--- config.mk ---
export PLATFORM = sky130hd
export DESIGN_NAME = int4_mac_feeder
export DESIGN_NICKNAME = d
export VERILOG_FILES = /design/src/rtl/int4_mac_pkg.sv /design/src/rtl/int4_vec_assembler.sv /design/src/rtl/int4_mac_feeder.sv
export SDC_FILE = /design/constraint.sdc
export NUM_CORES = 1
export LEC_CHECK = 0
export BUFFER_PORTS_ARGS = -buffer_cell sky130_fd_sc_hd__buf_2
export CORE_AREA = 3 3 246 248
export CTS_CLUSTER_DIAMETER = 40
export CTS_CLUSTER_SIZE = 40
export DETAILED_ROUTE_END_ITERATION = 7
export DIE_AREA = 0 0 249 251
export GPL_ROUTABILITY_DRIVEN = 1
export HOLD_SLACK_MARGIN = 0.02
export SLEW_MARGIN = 20
export SYNTH_ARGS = -nofsm -noshare
export SYNTH_HDL_FRONTEND = slang
export SYNTH_SLANG_ARGS = --single-unit
--- constraint.sdc ---
create_clock -name clk -period 2.3 [get_ports clk]
set_input_delay 0.46 -clock clk [delete_from_list [all_inputs] [get_ports clk]]
set_output_delay 0.46 -clock clk [all_outputs]
set_load 0.02 [all_outputs]
--- src/rtl/int4_mac_pkg.sv ---
// rtl/int4_mac_pkg.sv - shared widths, latency and FSM state encoding for the int4 MAC feeder
package int4_mac_pkg;

  localparam int VEC_W   = 264;
  localparam int WORD_W  = 24;
  localparam int BEATS   = VEC_W / WORD_W;
  localparam int PSUM_W  = 24;
  localparam int MAC_LAT = 4;

  localparam int CNT_W = $clog2(BEATS);
  localparam int LAT_W = $clog2(MAC_LAT + 1);

  typedef enum logic [2:0] {
    LOAD_A,
    LOAD_B,
    ISSUE,
    WAIT,
    OUT
  } state_t;

endpackage

--- src/rtl/int4_vec_assembler.sv ---
// rtl/int4_vec_assembler.sv - beat counter and insert register building the A and B vectors
module int4_vec_assembler
  import int4_mac_pkg::*;
(
  input  logic              clk,
  input  logic              rst_n,
  input  logic              wr,
  input  logic              sel_b,
  input  logic [WORD_W-1:0] data,
  output logic [VEC_W-1:0]  a_vec,
  output logic [VEC_W-1:0]  b_vec,
  output logic              first_beat,
  output logic              last_beat
);

  logic [CNT_W-1:0] cnt;

  assign first_beat = (cnt == '0);
  assign last_beat  = (cnt == CNT_W'(BEATS - 1));

  // One counter is shared by both vectors: A fills completely before B starts,
  // so the counter wraps to 0 between them. Beat k lands in bits [24k+23:24k].
  always_ff @(posedge clk or negedge rst_n) begin
    if (!rst_n) begin
      cnt   <= '0;
      a_vec <= '0;
      b_vec <= '0;
    end else if (wr) begin
      for (int k = 0; k < BEATS; k++) begin
        if (cnt == CNT_W'(k)) begin
          if (sel_b) b_vec[k*WORD_W +: WORD_W] <= data;
          else       a_vec[k*WORD_W +: WORD_W] <= data;
        end
      end
      cnt <= last_beat ? '0 : cnt + 1'b1;
    end
  end

endmodule

--- src/rtl/int4_mac_feeder.sv ---
// rtl/int4_mac_feeder.sv - sequences beat streams into int4_mac issues and chains tile accumulations
module int4_mac_feeder
  import int4_mac_pkg::*;
(
  input  logic              clk,
  input  logic              rst_n,
  input  logic              in_valid,
  output logic              in_ready,
  input  logic [WORD_W-1:0] in_data,
  input  logic              in_first,
  input  logic              in_last,
  output logic              mac_en,
  output logic [VEC_W-1:0]  mac_a_vec,
  output logic [VEC_W-1:0]  mac_b_vec,
  output logic [PSUM_W-1:0] mac_psum_in,
  input  logic [PSUM_W-1:0] mac_psum_out,
  output logic              out_valid,
  input  logic              out_ready,
  output logic [PSUM_W-1:0] out_sum
);

  state_t            state;
  logic [LAT_W-1:0]  lat;
  logic [PSUM_W-1:0] acc;
  logic              first_l;
  logic              last_l;
  logic              wr;
  logic              beat_first;
  logic              beat_last;

  assign wr      = in_valid && in_ready;
  assign out_sum = acc;

  int4_vec_assembler u_asm (
    .clk        (clk),
    .rst_n      (rst_n),
    .wr         (wr),
    .sel_b      (state == LOAD_B),
    .data       (in_data),
    .a_vec      (mac_a_vec),
    .b_vec      (mac_b_vec),
    .first_beat (beat_first),
    .last_beat  (beat_last)
  );

  // Tile sequencer; handshake flags are registered alongside the state so
  // they switch on the same edge as the state they belong to.
  always_ff @(posedge clk or negedge rst_n) begin
    if (!rst_n) begin
      state       <= LOAD_A;
      lat         <= '0;
      acc         <= '0;
      first_l     <= 1'b0;
      last_l      <= 1'b0;
      mac_psum_in <= '0;
      in_ready    <= 1'b1;
      mac_en      <= 1'b0;
      out_valid   <= 1'b0;
    end else begin
      case (state)
        LOAD_A: begin
          if (wr) begin
            if (beat_first) begin
              first_l <= in_first;
              last_l  <= in_last;
            end
            if (beat_last) state <= LOAD_B;
          end
        end
        LOAD_B: begin
          if (wr && beat_last) begin
            // A new accumulation drops whatever the previous tiles left in acc.
            mac_psum_in <= first_l ? '0 : acc;
            in_ready    <= 1'b0;
            mac_en      <= 1'b1;
            state       <= ISSUE;
          end
        end
        ISSUE: begin
          lat   <= LAT_W'(MAC_LAT - 1);
          state <= WAIT;
        end
        WAIT: begin
          if (lat == '0) begin
            acc    <= mac_psum_out;
            mac_en <= 1'b0;
            if (last_l) begin
              out_valid <= 1'b1;
              state     <= OUT;
            end else begin
              in_ready <= 1'b1;
              state    <= LOAD_A;
            end
          end else begin
            lat <= lat - 1'b1;
          end
        end
        OUT: begin
          if (out_ready) begin
            out_valid <= 1'b0;
            in_ready  <= 1'b1;
            state     <= LOAD_A;
          end
        end
        default: begin
          state     <= LOAD_A;
          in_ready  <= 1'b1;
          mac_en    <= 1'b0;
          out_valid <= 1'b0;
        end
      endcase
    end
  end

endmodule

Word-level counts from Yosys, hierarchy flattened
Cells that the tools add are included.
{"block": "classes", "add_sub_neg": 2, "bitwise_logic": 4, "eq_ne": 22, "n_reduce_logical": 39, "mux": 23}
{"op": "AND reduction 3 bit", "n": 24}
{"op": "2-to-1 mux 24 bit", "n": 1}
{"op": "2-to-1 mux 3 bit", "n": 7}
{"op": "== test 4 x 3 -> 1 bit, second input constant", "n": 4}
{"op": "inequality test 2 bit, second input constant", "n": 8}
{"op": "case mux 3 bit (5 select lines)", "n": 1}
{"op": "== test 4 bit, second input constant", "n": 3}
{"op": "AND reduction 5 bit", "n": 2}
{"op": "2-to-1 mux 1 bit", "n": 9}
{"op": "== test 4 x 2 -> 1 bit, second input constant", "n": 2}
{"op": "== test 3 x 2 -> 1 bit, second input constant", "n": 2}
{"op": "zero test 3 bit", "n": 2}
{"op": "case mux 1 bit (3 select lines)", "n": 2}
{"op": "case mux 3 bit (2 select lines)", "n": 1}
{"op": "AND reduction 2 bit", "n": 3}
{"op": "OR reduction 3 bit", "n": 2}
{"op": "adder 4 x 1 -> 4 bit, second input constant", "n": 1}
{"op": "== test 4 x 1 -> 1 bit, second input constant", "n": 1}
{"op": "zero test 4 bit", "n": 1}
{"op": "2-to-1 mux 4 bit", "n": 1}
{"op": "NOT 1 bit", "n": 4}
{"op": "case mux 1 bit (4 select lines)", "n": 1}
{"op": "AND reduction 4 bit", "n": 1}
{"op": "== test 3 x 1 -> 1 bit, second input constant", "n": 1}
{"op": "other kinds (5)", "n": 6}
{"block": "totals", "output_inout_bits": 579, "elab_cells": 122, "in_bits": 54, "regBits": 591}

Logic depth before layout (Yosys ltp)
{"block": "logic_depth", "ltp_word": 4, "mapped_depth": 8, "ltp_nobuf": 7}

Modules after synthesis
A second synthesis with hierarchy kept.
{"block": "hier_totals", "cells_unflattened": 1449, "hier_area_um2": 22638.0}
{"mod": "int4_vec_assembler", "area_each_um2": 20098.0, "seq_area_each_um2": 13312.8, "instances": 1, "cells_each": 1212}
{"mod": "int4_mac_feeder", "area_each_um2": 2539.9, "seq_area_each_um2": 1477.7, "instances": 1, "cells_each": 237}

Least setup slack after synthesis
OpenSTA, ideal clock, no wires.
{"block": "synth_timing", "kind": "register to register", "from": "register in_ready", "to": "register u_asm.a_vec[123]", "path_stages_with_launch": 6, "path_buffers": 1, "setup_ns": 0.125, "slack_ns": 0.243, "t_required_ns": 2.175, "arrival_time_ns": 1.933, "period_less_slack_ns": 2.057, "path_cell_list": "dfstp_2 > nand2_1 > or3_1 > nor2_2 > buf_2 > mux2_2"}
{"block": "synth_between", "elab_chain_cells": 2}
{"item": "start: declaration", "line": "int4_mac_feeder.sv:8", "text": "output logic in_ready,"}
{"item": "start signal: assignment", "line": "int4_mac_feeder.sv:56", "text": "in_ready <= 1'b1;"}
{"item": "start signal: assignment", "line": "int4_mac_feeder.sv:74", "text": "in_ready <= 1'b0;"}
{"item": "start signal: assignment", "line": "int4_mac_feeder.sv:91", "text": "in_ready <= 1'b1;"}
{"item": "logical AND 1 bit", "line": "int4_mac_feeder.sv:31", "text": "assign wr = in_valid && in_ready;"}
{"item": "AND reduction 3 bit (no source line)"}
{"item": "end signal: indexed assignment", "line": "int4_vec_assembler.sv:32", "text": "else a_vec[k*WORD_W +: WORD_W] <= data;"}
{"item": "end: declaration", "line": "int4_vec_assembler.sv:10", "text": "output logic [VEC_W-1:0] a_vec,"}
Every way passes these cells.
A chain may end at the register's enable or synchronous reset.

Final worst setup path
{"block": "layout_timing", "from": "register in_ready", "to": "register u_asm.b_vec[99]"}
{"block": "layout_between", "elab_chain_cells": 2}
{"item": "logical AND 1 bit", "line": "int4_mac_feeder.sv:31"}
{"item": "AND reduction 3 bit (no source line)"}
{"item": "end signal: indexed assignment", "line": "int4_vec_assembler.sv:31", "text": "if (sel_b) b_vec[k*WORD_W +: WORD_W] <= data;"}
{"item": "end: declaration", "line": "int4_vec_assembler.sv:11", "text": "output logic [VEC_W-1:0] b_vec,"}
Every way passes these cells.

==> impl_metrics.csv <==
group,metric,value,unit
status,status,"complete, no violations",
power,p_leak,15.7,nW
sta,hold_viol,0,
worst_setup_path,crit_slowest_cell,"dfstp_2",
global_route,grt_pass1_wl,105,mm
drt,drtAntennaViolNets,0,
worst_setup_path,setup.worst_path.class,"reg2reg",
synth,synthCells,1396,
floorplan,core,58700,sq um
floorplan,initial_core_util,38.3,%
worst_setup_path,path_cells,"buf_4, and4b_1, nand2_1, or3_1, buf_4, mux2_1",
floorplan,die_w,249,um
worst_setup_path,cpPeakStageDelay,0.55,ns
global_route,grt_antenna_before_repair,0,
drt,drt_first_pass_iters,4,
power,combPwrFrac,35.8,%
cts,cts_buffer_depth,3,
synth,avgSynthCellArea,16.1,sq um
finish,stdcell_area,30600,sq um
synth,ys_seq_area_share,65.8,%
power,ir_drop,0.000892,V
drt,routed_wirelength,71.3,mm
synth,synth_fp_nets,1452,
worst_setup_path,crit_path_start_kind,"flip-flop",
finish,fillers,5013,
drt,drt_iter0_markers,625,
drt,viasPerCell,5.01,
global_route,grt_max_degree,72,
synth,synth_top_area_share,65.7,%
drt,num_vias,14700,
finish,nNetsFinal,2138,
synth,synth_warnings,0,
finish,utilization,52.1,%
placement,port_buffers,632,
sta,whs,0.0790,ns
synth,synth-async-reset-ratio,100,%
sta,fmax,0.459,GHz
run,cap_violations,0,
sta,fin_crit_sh,94.7,%
sta,period_minus_slack,2.18,ns
power,internal-power,0.0318,W
worst_setup_path,worst-endpoint-required,2.79,ns
sta,slew_headroom,42.5,%
global_route,grt_pass1_vias,15500,
worst_setup_path,critPathMaxFanout,13,
global_route,track_usage,22.3,%
finish,drive_gt1_share,65.7,%
cts,numCtsBuffers,95,
placement,hpwl,49.4,mm
placement,dpl-instance-area,27100,sq um
synth,ys_ff_latch,591,
cts,root_buffer,"clkbuf_16",
cts,clk_pin_slew,0.06,ns
worst_setup_path,crit_arrival,2.67,ns
worst_setup_path,cpLargestDelayFamily,"simple AND/OR/NAND/NOR gates",
synth,yosys.area.top_type,"dfrtp_1",
cts,clk-insertion-delay-late,0.64,ns
drt,drc_errors,0,
floorplan,fp-row-count,89,
power,p_per_area,1660,nW/um^2
power,power_frac_seq,34.0,%
synth,yosys-top-cells-area,"dfrtp_1, mux2_2, mux2_1, clkbuf_1, buf_2",
floorplan,die_area,62500,sq um
synth,synth-edff-count,0,
power,power.share.clock,30.2,%
sta,fin_tns_setup,0,ns
worst_setup_path,cpMostUsedCell,"buf_4",
power,p_switching,0.0188,W
placement,place_congestion,0.866,
sta,finClkSkew,0.0310,ns
floorplan,boundaryPins,633,
worst_setup_path,critPathBufInv,2,
power,power.total,0.0506,W
power,swShare,37.1,%
cts,cts.sinks,591,
floorplan,dieHeight,251,um
synth,synth_area,22500,sq um
sta,worstMarginPinSlew,0.860,ns
cts,cts_max_level,3,
global_route,grt-ovfl-total,0,
sta,rsz0062_at_grt,"false",
drt,post_drt_wl_per_cell,24.3,um
sta,setup_viol,0,
synth,ys_types,40,
worst_setup_path,cp-end-kind,"flip-flop",
min_path,hp-class,"in2reg",
finish,area.growth.synth_to_final,35.9,%
cts,cts_tree,"done",
synth,synth_flop_cell,"dfrtp_1",
sta,drv_slew,0,
per-layer routing:
metal  global-route usage, %  vias up  wire [um]  share of wire (%)
met5                       0        -          0                  0
met4                    7.87        0       2330                3.3
met3                    7.44      114       5350                7.5
met2                    37.7      558      35200                 49
met1                    26.8     7726      28400                 40
li1                        -     6316          -                  -
stage by stage:
stage	cells	setup WS, ns
2_1_floorplan	1396	0.243
3_3_place_gp	2757	0.0388
3_5_place_dp	2757	0.00257
4_1_cts	2937	0.0626
5_1_grt	2937	0.00899
6_report	2939	0.121
power by group through the flow:
stage | clock (W) | sequential [W] | combinational [W]
2_1_floorplan | 0 | 0.0225 | 0.00533
3_3_place_gp | 0 | 0.0170 | 0.0181
3_5_place_dp | 0 | 0.0173 | 0.0183
4_1_cts | 0.0156 | 0.0172 | 0.0183
5_1_grt | 0.0161 | 0.0177 | 0.0191
6_report | 0.0153 | 0.0172 | 0.0181
state kept, by name, summed over array words and instances, names as in the netlist:
signal	flops
out_sum	24
in_ready	1
u_asm.a_vec	264
last_l	1
u_asm.b_vec	264
u_asm.cnt	4
mac_en	1
lat	3
out_valid	1
mac_psum_in	24
state	3
first_l	1
worst paths after layout:
path | startpoint | endpoint | slack [ns] | cells past startpoint
worst min register to register | u_asm.a_vec[99] | u_asm.a_vec[99] | 0.48 | 1
max in group asynchronous | rst_n | u_asm.a_vec[182] | 1.01 | 4
worst min-delay path | mac_psum_out[0] | out_sum[0] | 0.08 | 2
worst max register to register | in_ready | u_asm.b_vec[99] | 0.12 | 6
min in group asynchronous | rst_n | u_asm.a_vec[207] | 0.30 | 2
worst max-delay path | in_ready | u_asm.b_vec[99] | 0.12 | 6
layout make-up:
class | count | area [sq um] | share of cell area (%)
antenna | 2 | 5.00 | 0.0164
clock buffer | 117 | 2620 | 8.58
clock inverter | 62 | 860 | 2.81
inverter | 6 | 22.5 | 0.0737
multi-input combinational | 690 | 7270 | 23.8
sequential | 591 | 14800 | 48.4
tap | 773 | 967 | 3.16
timing repair buffer | 698 | 4020 | 13.2
cell usage after synthesis, types with 5 or more instances:
library cell	count
mux2_2	537
clkbuf_1	59
mux2_1	41
nand2_1	16
a21oi_1	5
nor2b_1	29
dfrtp_1	590
buf_4	6
buf_2	41
nor2_1	11
o21ai_0	7
nand3_1	7
inv_1	6
cell families after synthesis:
| kind of cell | count (synthesis) | synth area share, % |
|---|---|---|
| buffers and inverters | 115 | 2.25 |
| AND/OR/NAND/NOR | 87 | 2.22 |
| flip-flops | 591 | 65.8 |
| AO/OA/AOI/OAI | 22 | 0.646 |
| multiplexers | 578 | 29.0 |
| adder cells (fa/ha/maj) | 2 | 0.111 |
| XOR/XNOR | 1 | 0.0390 |
cells in the final DEF (no fill, tap or decap), drive strengths merged, types with 2 or more instances in the layout:
cell type,n
a21o,2
a21oi,5
buf,697
bufinv,14
clkbuf,117
clkinv,15
clkinvlp,11
dfrtp,590
diode,2
ha,2
inv,28
mux2,578
nand2,16
nand2b,3
nand3,7
nand4,2
nor2,13
nor2b,29
nor3,6
o21ai,7
or3,4
what timing repair did:
| item | CTS | global route |
|---|---|---|
| hold endpoints to repair | 63 | 0 |
| endpoints found under the setup margin | 0 | 45 |
| resized for setup | 0 | 2 |
| hold buffers | 1 | 0 |
| setup buffers | 0 | 0 |
Power figures use the tool's default switching activity.
